--- config.mk ---
export PLATFORM = sky130hd
export DESIGN_NAME = div_datapath
export DESIGN_NICKNAME = d
export VERILOG_FILES = /design/src/rtl/div_datapath.sv
export SDC_FILE = /design/constraint.sdc
export NUM_CORES = 1
export LEC_CHECK = 0
export ABC_CLOCK_PERIOD_IN_PS = 4400
export BUFFER_PORTS_ARGS = -buffer_cell sky130_fd_sc_hd__buf_2
export CAP_MARGIN = 40
export CORE_ASPECT_RATIO = 1.2
export CORE_MARGIN = 2
export CORE_UTILIZATION = 55
export CTS_CLUSTER_DIAMETER = 40
export DETAILED_ROUTE_END_ITERATION = 8
export PLACE_DENSITY = 0.83
export SLEW_MARGIN = 20
export SYNTH_ARGS = -nofsm -noshare
export SYNTH_HDL_FRONTEND = slang
export SYNTH_SLANG_ARGS = --single-unit
export TNS_END_PERCENT = 20
--- constraint.sdc ---
create_clock -name clk -period 4.4 [get_ports clk]
set_clock_uncertainty 0.05 [all_clocks]
set_input_delay 0.22 -clock clk [delete_from_list [all_inputs] [get_ports clk]]
set_output_delay 0.22 -clock clk [all_outputs]
set_load 0.005 [all_outputs]
--- src/rtl/div_datapath.sv ---
// Datapath for a restoring shift-subtract unsigned divider: the divisor register is
// normalised left, then walked back right while quotient bits are produced.
module div_datapath #(
  parameter int WIDTH = 8
) (
  input  logic             clk,
  input  logic             reset,
  input  logic [WIDTH-1:0] dividend,
  input  logic [WIDTH-1:0] divisor,
  input  logic             init,
  input  logic             left,
  input  logic             right,
  input  logic             sub,
  output logic             divisor_is_zero,
  output logic             divisor_msb,
  output logic             cnt_is_zero,
  output logic             dvsr_less_than_dvnd,
  output logic [WIDTH-1:0] quotient,
  output logic [WIDTH-1:0] remainder
);

  localparam int CW = $clog2(WIDTH) + 1;

  logic [WIDTH-1:0] r_dvsr;
  logic [WIDTH-1:0] r_rem;
  logic [WIDTH-1:0] r_quo;
  logic [CW-1:0]    r_cnt;

  logic w_dvsr_zero;
  logic w_dvsr_msb;
  logic w_cnt_zero;
  logic w_dvsr_le;
  logic w_qbit;

  // Status is derived purely from registers so the controller sees stable flags.
  assign w_dvsr_zero = (r_dvsr == '0);
  assign w_dvsr_msb  = r_dvsr[WIDTH-1];
  assign w_cnt_zero  = (r_cnt == '0);
  assign w_dvsr_le   = (r_dvsr <= r_rem);
  assign w_qbit      = sub & w_dvsr_le;

  assign divisor_is_zero     = w_dvsr_zero;
  assign divisor_msb         = w_dvsr_msb;
  assign cnt_is_zero         = w_cnt_zero;
  assign dvsr_less_than_dvnd = w_dvsr_le;
  assign quotient            = r_quo;
  assign remainder           = r_rem;

  // Right has priority over left; subtraction runs alongside either shift and is
  // suppressed whenever it would underflow.
  always_ff @(posedge clk) begin
    if (reset) begin
      r_dvsr <= '0;
      r_rem  <= '0;
      r_quo  <= '0;
      r_cnt  <= '0;
    end else if (init) begin
      r_dvsr <= divisor;
      r_rem  <= dividend;
      r_quo  <= '0;
      r_cnt  <= CW'(1);
    end else begin
      if (right) begin
        if (!w_cnt_zero) begin
          r_dvsr <= r_dvsr >> 1;
          r_cnt  <= r_cnt - CW'(1);
          r_quo  <= {r_quo[WIDTH-2:0], w_qbit};
        end
      end else if (left && !w_dvsr_msb && !w_dvsr_zero) begin
        r_dvsr <= r_dvsr << 1;
        r_cnt  <= r_cnt + CW'(1);
      end
      if (sub && w_dvsr_le) begin
        r_rem <= r_rem - r_dvsr;
      end
    end
  end

endmodule

---- Yosys cells after proc, flatten, opt, wreduce, memory -nomap -nowiden ----
Cells that the tools add are included.
operators by class
  reductions and logical operators ........ 14
  add/subtract/negate cells ............... 3
  order comparisons ....................... 1
  eq/ne operators ......................... 2
  bitwise operators ....................... 2
  muxes and demuxes ....................... 10
operator list
  operator                                                            count
  8-bit two-way mux                                                   6
  4-bit two-way mux                                                   3
  8-bit less-or-equal comparator                                      1
  8-bit zero test                                                     1
  8-bit subtractor                                                    1
  2-bit AND reduction                                                 3
  4-bit by 1-bit adder with 4-bit output, second input constant       1
  4-bit zero test                                                     1
  2-bit nonzero test                                                  2
  4-bit by 1-bit subtractor with 4-bit output, second input constant  1
  1-bit logical AND                                                   3
  3-bit != test, second input constant                                1
  3-bit nonzero test                                                  1
  1-bit zero test                                                     2
  2-bit != test, second input constant                                1
  2-bit OR reduction                                                  1
  1-bit bitwise AND                                                   1
  1-bit two-way mux                                                   1
  1-bit NOT                                                           1
word-level totals
  word-level logic and storage cells ...... 37
  flip-flop bits (word level) ............. 28
  bits of input ports ..................... 22
  output and inout bits ................... 20

---- Logic depth before layout (Yosys ltp) ----
Gate-level depths: netlist of run 1.
  depth in word-level cells ............... 6
  gate-level depth with buffers ........... 9
  gate-level depth less buffers ........... 9

---- Worst setup path before layout of run 1 ----
Ideal clock, no wire load.
  path kind ............................... register -> register
  start ................................... register r_rem[0], in the netlist remainder[0]
  end ..................................... register r_rem[7], in the netlist remainder[7]
  arrival time ............................ 1778 ps
  buffers on the path ..................... 0
  stages on the path, launching flop included .. 10
  library setup time ...................... 122 ps
  slack ................................... 2450 ps
  data required time ...................... 4228 ps
  period minus slack after synthesis ...... 1950 ps
  path through ............................ dfxtp_1 -> inv_1 -> ha_1 -> inv_1 -> fa_1 -> nand3_1 -> a31oi_1 -> o21ai_2 -> a311oi_1 -> a311o_1
between the ends
  word-level cells in the longest chain between the ends .. 3
  elaborated cells on any way between the ends .. 6
  those cells by class .................... 1 x add/sub; 1 x order compare; 2 x mux; 2 x reduce/logical
ends and longest elaborated chain
  item                                                                line    source
  from (decl)                                                         25      logic [WIDTH-1:0] r_rem;
  from (signal assigned)                                              59      r_rem <= dividend;
  from (signal assigned)                                              74      r_rem <= r_rem - r_dvsr;
  8-bit subtractor or 8-bit less-or-equal comparator (tied branches)  74, 39
  8-bit two-way mux or 1-bit logical AND (tied branches)              73      if (sub && w_dvsr_le) begin
  8-bit two-way mux or 2-bit nonzero test (tied branches)             n/a
Several ways; a longest one is shown, not always the timed one. The select of a mux whose other input is x is not followed.
A chain may end at the register's enable or synchronous reset.

---- Final worst setup path of run 1 ----
  start ................................... register r_dvsr[0]
  end ..................................... output dvsr_less_than_dvnd
between the ends
  word-level cells in the longest chain between the ends .. 1
ends and longest elaborated chain
  item                            line  source
  from (decl)                     24    logic [WIDTH-1:0] r_dvsr;
  from (signal assigned)          58    r_dvsr <= divisor;
  from (signal assigned)          65    r_dvsr <= r_dvsr >> 1;
  from (signal assigned)          70    r_dvsr <= r_dvsr << 1;
  8-bit less-or-equal comparator  39    assign w_dvsr_le = (r_dvsr <= r_rem);
  to (decl)                       17    output logic dvsr_less_than_dvnd,
Every way passes these cells.

==> summary.txt, run 1 <==
Yosys
  – Top-count cell post-synth: nand2_1
  – #FFs+latches synth: 28
  – Largest area contributor in the netlist: dfxtp_1
  – Ys async rst share: 0
  – Yosys warns: 0
  – Top-area cell type share of the netlist area: 0.3102
  – Mapped Cells: 224
  – Primary FF master, synth: dfxtp_1
  – Part of the Yosys area used for sequential elements: 0.3102
  – Top post-synthesis cells by area: dfxtp_1, nand2_1, ha_1
  – Top cells by count, synth: nand2_1, dfxtp_1, a21oi_1, inv_1, nor2_1
  – EDFF count, synth: 0
  – Post-synth cell types: 50
  – Cell area after synthesis: ~1800 um2
  – Mapped Avg Cell Area: 8.066 um2
  – Syn_nets: 258

Critical path
  – Critical path arrival: 2.05 ns
  – Kind of critical path: flop to output port
  – Critical path endpoint category: output port
  – CP max FO: 4
  – Startpoint types: flop
  – R2R Path End: remainder[7]
  – Required @ worst endpoint: 4.13 ns
  – R2R Setup Slk: 2.18 ns
  – R2R depth: 8
  – R2R Path Start: r_dvsr[0]

GRT
  – Global Route met3 Usage: 0.01748
  – Gr busiest metal: met2
  – Grt met2 use: 0.4191
  – Largest net degree at the start of global routing: 21
  – GR met1 Demand/Resource: 0.2962
  – All-Layer GR Usage: 0.2350
  – First-pass GRT wire length: 6962 um
  – Gr ovfl total: 0
  – Vias in the first global route: roughly 1.5k
  – Initial antenna violation count: 0

Placement
  – IO Port Bufs: 41
  – Post-DP HPWL: roughly 3100 um
  – Placed insts: between 200 and 300
  – Gp weighted congestion: between 0.9 and 1
  – Pre-CTS setup slack: approximately 2.2 ns
  – Placed Area: 1992 um2

Power and ir drop
  – Logic gate share of total power: 0.363
  – Sw Share: 0.3431
  – Peak supply drop: 0.2389 mV
  – NetSw: 0.2485 mW
  – Power after layout: 0.7243 mW
  – Sequential power share: 0.399
  – Clock power frac: 0.237
  – Leakage power: 0.9110 nW
  – Pwr/cell area: 354.3 nW/um2
  – Int Pwr: 0.4758 mW

Floorplanning
  – Die Wd: 56.32 um
  – Starting Density: 0.5809
  – Die ar.: between 3000 and 4000 um2
  – Core box area: 3110 um2
  – Standard-cell rows: 22
  – I/O pin count: 42
  – Die Y: 66.79 um

Clocking
  – CTS tree: done
  – Htree depth: 1
  – Clk sinks: 28
  – Clk Latency, worst-skew pair: 0.33 ns
  – Total CTS buffers: 3
  – Postcts setup bufs: 0
  – Clock slew at reported path FFs: 0.15 ns
  – CTS Hold Buffers Added: 0
  – CTS root buf: clkbuf_4
  – Post_cts resized: 0
  – Max Buffers Root-to-Sink: 2

Hold path
  – Hold Path Class: input pin to flop
  – HP Start: dividend[0]
  – WHS Endpoint: remainder[0]
  – Hold Path Depth: 3

Finish
  – P&R area growth vs syn: 13.16%
  – NumNets Final: 292
  – Layout Utilization: 0.6573
  – Number of inserted diodes: 0
  – Non-Filler Instances: 293
  – Final Instance Area: 2044 um2
  – Share of layout cells above drive strength 1: 0.2179
  – Filler cell count: 286

Routing
  – Via count: 1728
  – Via density: between 5 and 6
  – Detailed-route wire length: 4164 um
  – Pre-antenna DRT Iters: 4
  – Antenna Nets Post-Route: 0
  – Drt drc: 0
  – Routed length per instance: 14.21 um
  – 1st-iter DRT viols: 49

Timing
  – Setup TNS: 0 ns
  – Final-report setup violation count: 0
  – Fin Hold WS: 0.07157 ns
  – Final period utilization: 0.5267
  – Final Slew Violations: 0
  – Worst Slack Setup Final: 2.083 ns
  – RSZ-0062 raised after global routing: false
  – Fmax: 431.5 MHz
  – Final Hold Viols: 0
  – Slew at the pin closest to its max-slew limit: 0.5940 ns
  – Final critical path time including I/O delays and setup: 2.317 ns
  – Rel. slew slack: 0.6027

Run status
  – Status: complete, no violations

Flow run
  – Max cap viols: 0
==> power groups by stage <==
stage / Sequential [mW] / Combinational (mW) / Clock, mW
CTS: 0.289 / 0.263 / 0.173
floorplan: 0.292 / 0.203 / 0
detailed placement: 0.295 / 0.261 / 0
global placement: 0.294 / 0.255 / 0
global route: 0.292 / 0.296 / 0.185
finish: 0.289 / 0.263 / 0.172
==> worst max-delay path by stage <==
stage | start | endpoint | slack (ns) | cells after the start
floorplan | remainder[0] | remainder[7] | 2.45 | 9
global placement | r_dvsr[7] | remainder[7] | 2.30 | 7
detailed placement | r_dvsr[0] | remainder[7] | 2.20 | 8
CTS | r_dvsr[0] | dvsr_less_than_dvnd | 2.11 | 8
global route | r_dvsr[0] | dvsr_less_than_dvnd | 1.92 | 8
finish | r_dvsr[0] | dvsr_less_than_dvnd | 2.08 | 8
==> flip-flops by register name, summed over array words and instances (netlist names) <==
register and cells:
r_cnt 4, quotient 8, r_dvsr 8, remainder 8
==> final cells by class <==
type | count | area [um2] | area share
multi-input cells | 165 | 1110 | 0.5428
flip-flops and latches | 28 | 560.5 | 0.2742
repair buffers | 41 | 205.2 | 0.1004
inverters | 19 | 71.32 | 0.03488
well taps | 36 | 45.04 | 0.02203
clock inverters | 1 | 30.03 | 0.01469
clock buffers | 3 | 22.52 | 0.01102
==> layout by cell type, fill, tap and decap left out, drive strengths merged, types with 4 or more instances in the layout <==
cell type / synthesis / final
nand2: 43 / 43
dfxtp: 28 / 28
nor2: 13 / 13
o22ai: 6 / 6
nor3: 4 / 4
mux2i: 9 / 9
a21oi: 19 / 19
ha: 10 / 10
inv: 19 / 19
o21ai: 10 / 10
buf: 4 / 41
a211oi: 5 / 5
xnor2: 4 / 4
==> routing by layer <==
| metal | vias up | part of all wire | wire length (um) |
|---|---|---|---|
| li1 | 857 | - | - |
| met1 | 822 | 0.45 | 1860 |
| met2 | 45 | 0.51 | 2107 |
| met3 | 4 | 0.036 | 148 |
| met4 | 0 | 0.012 | 48 |
| met5 | - | 0 | 0 |
==> worst max-delay path, cell delays in order (launching register included) <==
cell     delay, ns
dfxtp_1       0.41
ha_1          0.18
inv_1         0.06
fa_1          0.41
nand3_1       0.11
a31oi_1       0.13
nor2_1        0.23
inv_1         0.06
buf_2         0.12
==> logic make-up after synthesis <==
logic type | Yosys count | synth area share
buf+inv | 31 | 0.07548
simple gates | 78 | 0.2078
flops | 28 | 0.3103
compound gates | 58 | 0.2209
fa+ha+maj | 12 | 0.09141
xor+xnor | 7 | 0.03810
mux | 10 | 0.05610
(Power assumes the default switching activity.)
==> run 2: changes to the inputs <==
Settings changed: ABC_CLOCK_PERIOD_IN_PS 4400 to 1950, CORE_UTILIZATION 55 to 48, PLACE_DENSITY 0.83 to 0.77.
Clock period 4.4 ns to 1.95 ns, I/O delays scaled along.
==> run 2 against run 1 <==
Net effect:
- the run now ends with negative setup slack left
- wire length increased by 25%
- setup slack got worse by 2.2 ns
- first-iteration DRC count increased by 51%
- clock-buffer cell count unchanged
- critical path depth increased by 2
- non-clock buffer count increased by 29
- worst hold slack got worse by 0.066 ns
- sequential cell count unchanged
- register-to-register slack got worse by 2.3 ns
- via count increased by 8.8%
- utilization increased by 2.9 points
==> summary.txt, run 2 (synthesized netlist as in run 1, its figures left out) <==
GRT
  – First-pass GRT wire length: 7610 um
  – Largest net degree at the start of global routing: 20
  – Initial antenna violation count: 0
  – Gr ovfl total: 0
  – All-Layer GR Usage: 0.2304
  – Vias in the first global route: 1700

Routing
  – 1st-iter DRT viols: 74
  – Via density: around 5.6
  – Antenna Nets Post-Route: 0
  – Via count: roughly 1.9k
  – Routed length per instance: between 15 and 20 um
  – Drt drc: 0
  – Detailed-route wire length: 5197 um
  – Pre-antenna DRT Iters: 4

Finish
  – Filler cell count: 302
  – Reg area: 563.0 um2
  – Share of layout cells above drive strength 1: 0.3846
  – NumNets Final: approximately 320
  – Number of inserted diodes: 0
  – P&R area growth vs syn: 38.02%
  – Multi-input logic area: 1284 um2
  – Layout Utilization: 0.6863
  – Most frequent cells in the layout: nand2_1, buf_2, buf_4

Critical path
  – Startpoint types: flop
  – CP max FO: 6
  – Critical path arrival: 2.24 ns
  – Critical path endpoint category: flop
  – Required @ worst endpoint: 2.10 ns
  – Kind of critical path: flop to flop

Power and ir drop
  – Pwr/cell area: 802.1 nW/um2
  – Sequential power share: 0.327
  – NetSw: 0.6897 mW
  – Power after layout: 2.000 mW
  – Logic gate share of total power: 0.437
  – Clock power frac: 0.236
  – Leakage power: 1.086 nW
  – Int Pwr: 1.310 mW
  – Peak supply drop: 0.3909 mV
  – Sw Share: 0.3448

Timing
  – Final-report setup violation count: 6
  – Slew at the pin closest to its max-slew limit: 0.4624 ns
  – Final period utilization: 1.072
  – Rel. slew slack: 0.6914
  – Final Hold Viols: 0
  – Final Slew Violations: 0
  – Fin Hold WS: 0.005215 ns
  – Final critical path time including I/O delays and setup: between 2 and 2.5 ns
  – RSZ-0062 raised after global routing: true
  – Setup TNS: -0.5062 ns
  – Worst Slack Setup Final: -0.1410 ns
  – Fmax: 478.2 MHz

Clocking
  – Clk sinks: 28
  – Max Buffers Root-to-Sink: 2
  – Total CTS buffers: 3
  – Clk Latency, worst-skew pair: 0.28 ns
  – Htree depth: 1
  – Clock slew at reported path FFs: 0.10 ns
  – CTS root buf: clkbuf_8
  – CTS tree: done

Placement
  – Gp weighted congestion: 0.8380
  – Post-DP HPWL: 3340 um
  – IO Port Bufs: 41

Run status
  – Status: finished with violations
  – Failing checks: negative setup slack

Floorplanning
  – Starting Density: 0.4972
  – Standard-cell rows: 24
  – Die Wd: roughly 60 um
  – Die Y: between 70 and 80 um
  – I/O pin count: 42
  – Core box area: between 3000 and 4000 um2
  – Die ar.: 4273 um2

Flow run
  – Max cap viols: 0

Hold path
  – Hold Path Class: input pin to flop
==> run 2: cell types whose count changed in the layout (fill, tap and decap cells not counted), moves of 3 or more <==
cell / change
ha_4: +6
clkbuf_8: +3
clkbuf_4: -3
ha_1: -6
buf_4: +27
==> run 2: path summary, 6_finish.rpt <==
check / from / endpoint / slack (ns) / cells past startpoint
setup / recovery: remainder[0] / remainder[3] / -0.14 / 10
hold / removal: dividend[2] / remainder[2] / 0.005 / 3
hold reg to reg: quotient[7] / quotient[7] / 0.41 / 2
setup reg to reg: remainder[0] / remainder[3] / -0.14 / 10
==> run 2: critical path, cell delays in order, from the launching register on <==
cell	delay [ns]
dfxtp_2	0.35
inv_2	0.06
ha_4	0.13
inv_2	0.05
fa_2	0.39
nand3_4	0.11
a31oi_4	0.13
o21ai_4	0.30
buf_6	0.15
nand2_2	0.05
a311oi_1	0.25
==> run 2: metrics by stage <==
stage          area [um2]  instances  worst slack [ns]
2_1_floorplan        1821        224           0.04387
3_3_place_gp         2233        331          -0.01187
3_5_place_dp         2233        331          -0.09625
4_1_cts              2361        335          -0.05327
5_1_grt              2494        338           -0.1889
6_report             2494        338           -0.1410
==> run 2: power by group through the flow <==
stage | registers, mW | clock network, mW | logic [mW]
after CTS | 0.644 | 0.468 | 0.763
final | 0.653 | 0.473 | 0.874
after detailed placement | 0.656 | 0 | 0.712
after global placement | 0.654 | 0 | 0.701
after floorplan | 0.658 | 0 | 0.467
after global routing | 0.657 | 0.486 | 0.949
==> run 2: metal layers <==
layer / wire, um / part of all wire / global-route usage
met5: 0 / 0 / 0
met3: 222 / 0.043 / 0.01280
met4: 124 / 0.024 / 0.08642
met1: 2182 / 0.42 / 0.2789
met2: 2668 / 0.51 / 0.4143
==> run 2: area by class of cell <==
class                      count  area share
multi-input combinational    165      0.5148
sequential                    28      0.2258
clock buffer                   3     0.01656
inverter                      19     0.02860
clock inverter                 1     0.01204
tap                           52     0.02609
timing repair buffer          70      0.1761
==> run 2: what timing repair did <==
action,in CTS,in global routing
pin swaps,1,13
hold endpoints to repair,0,0
setup endpoints to repair,6,9
cloned,0,0
setup buffers,0,3
gates resized for setup,10,21
hold buffers,0,0
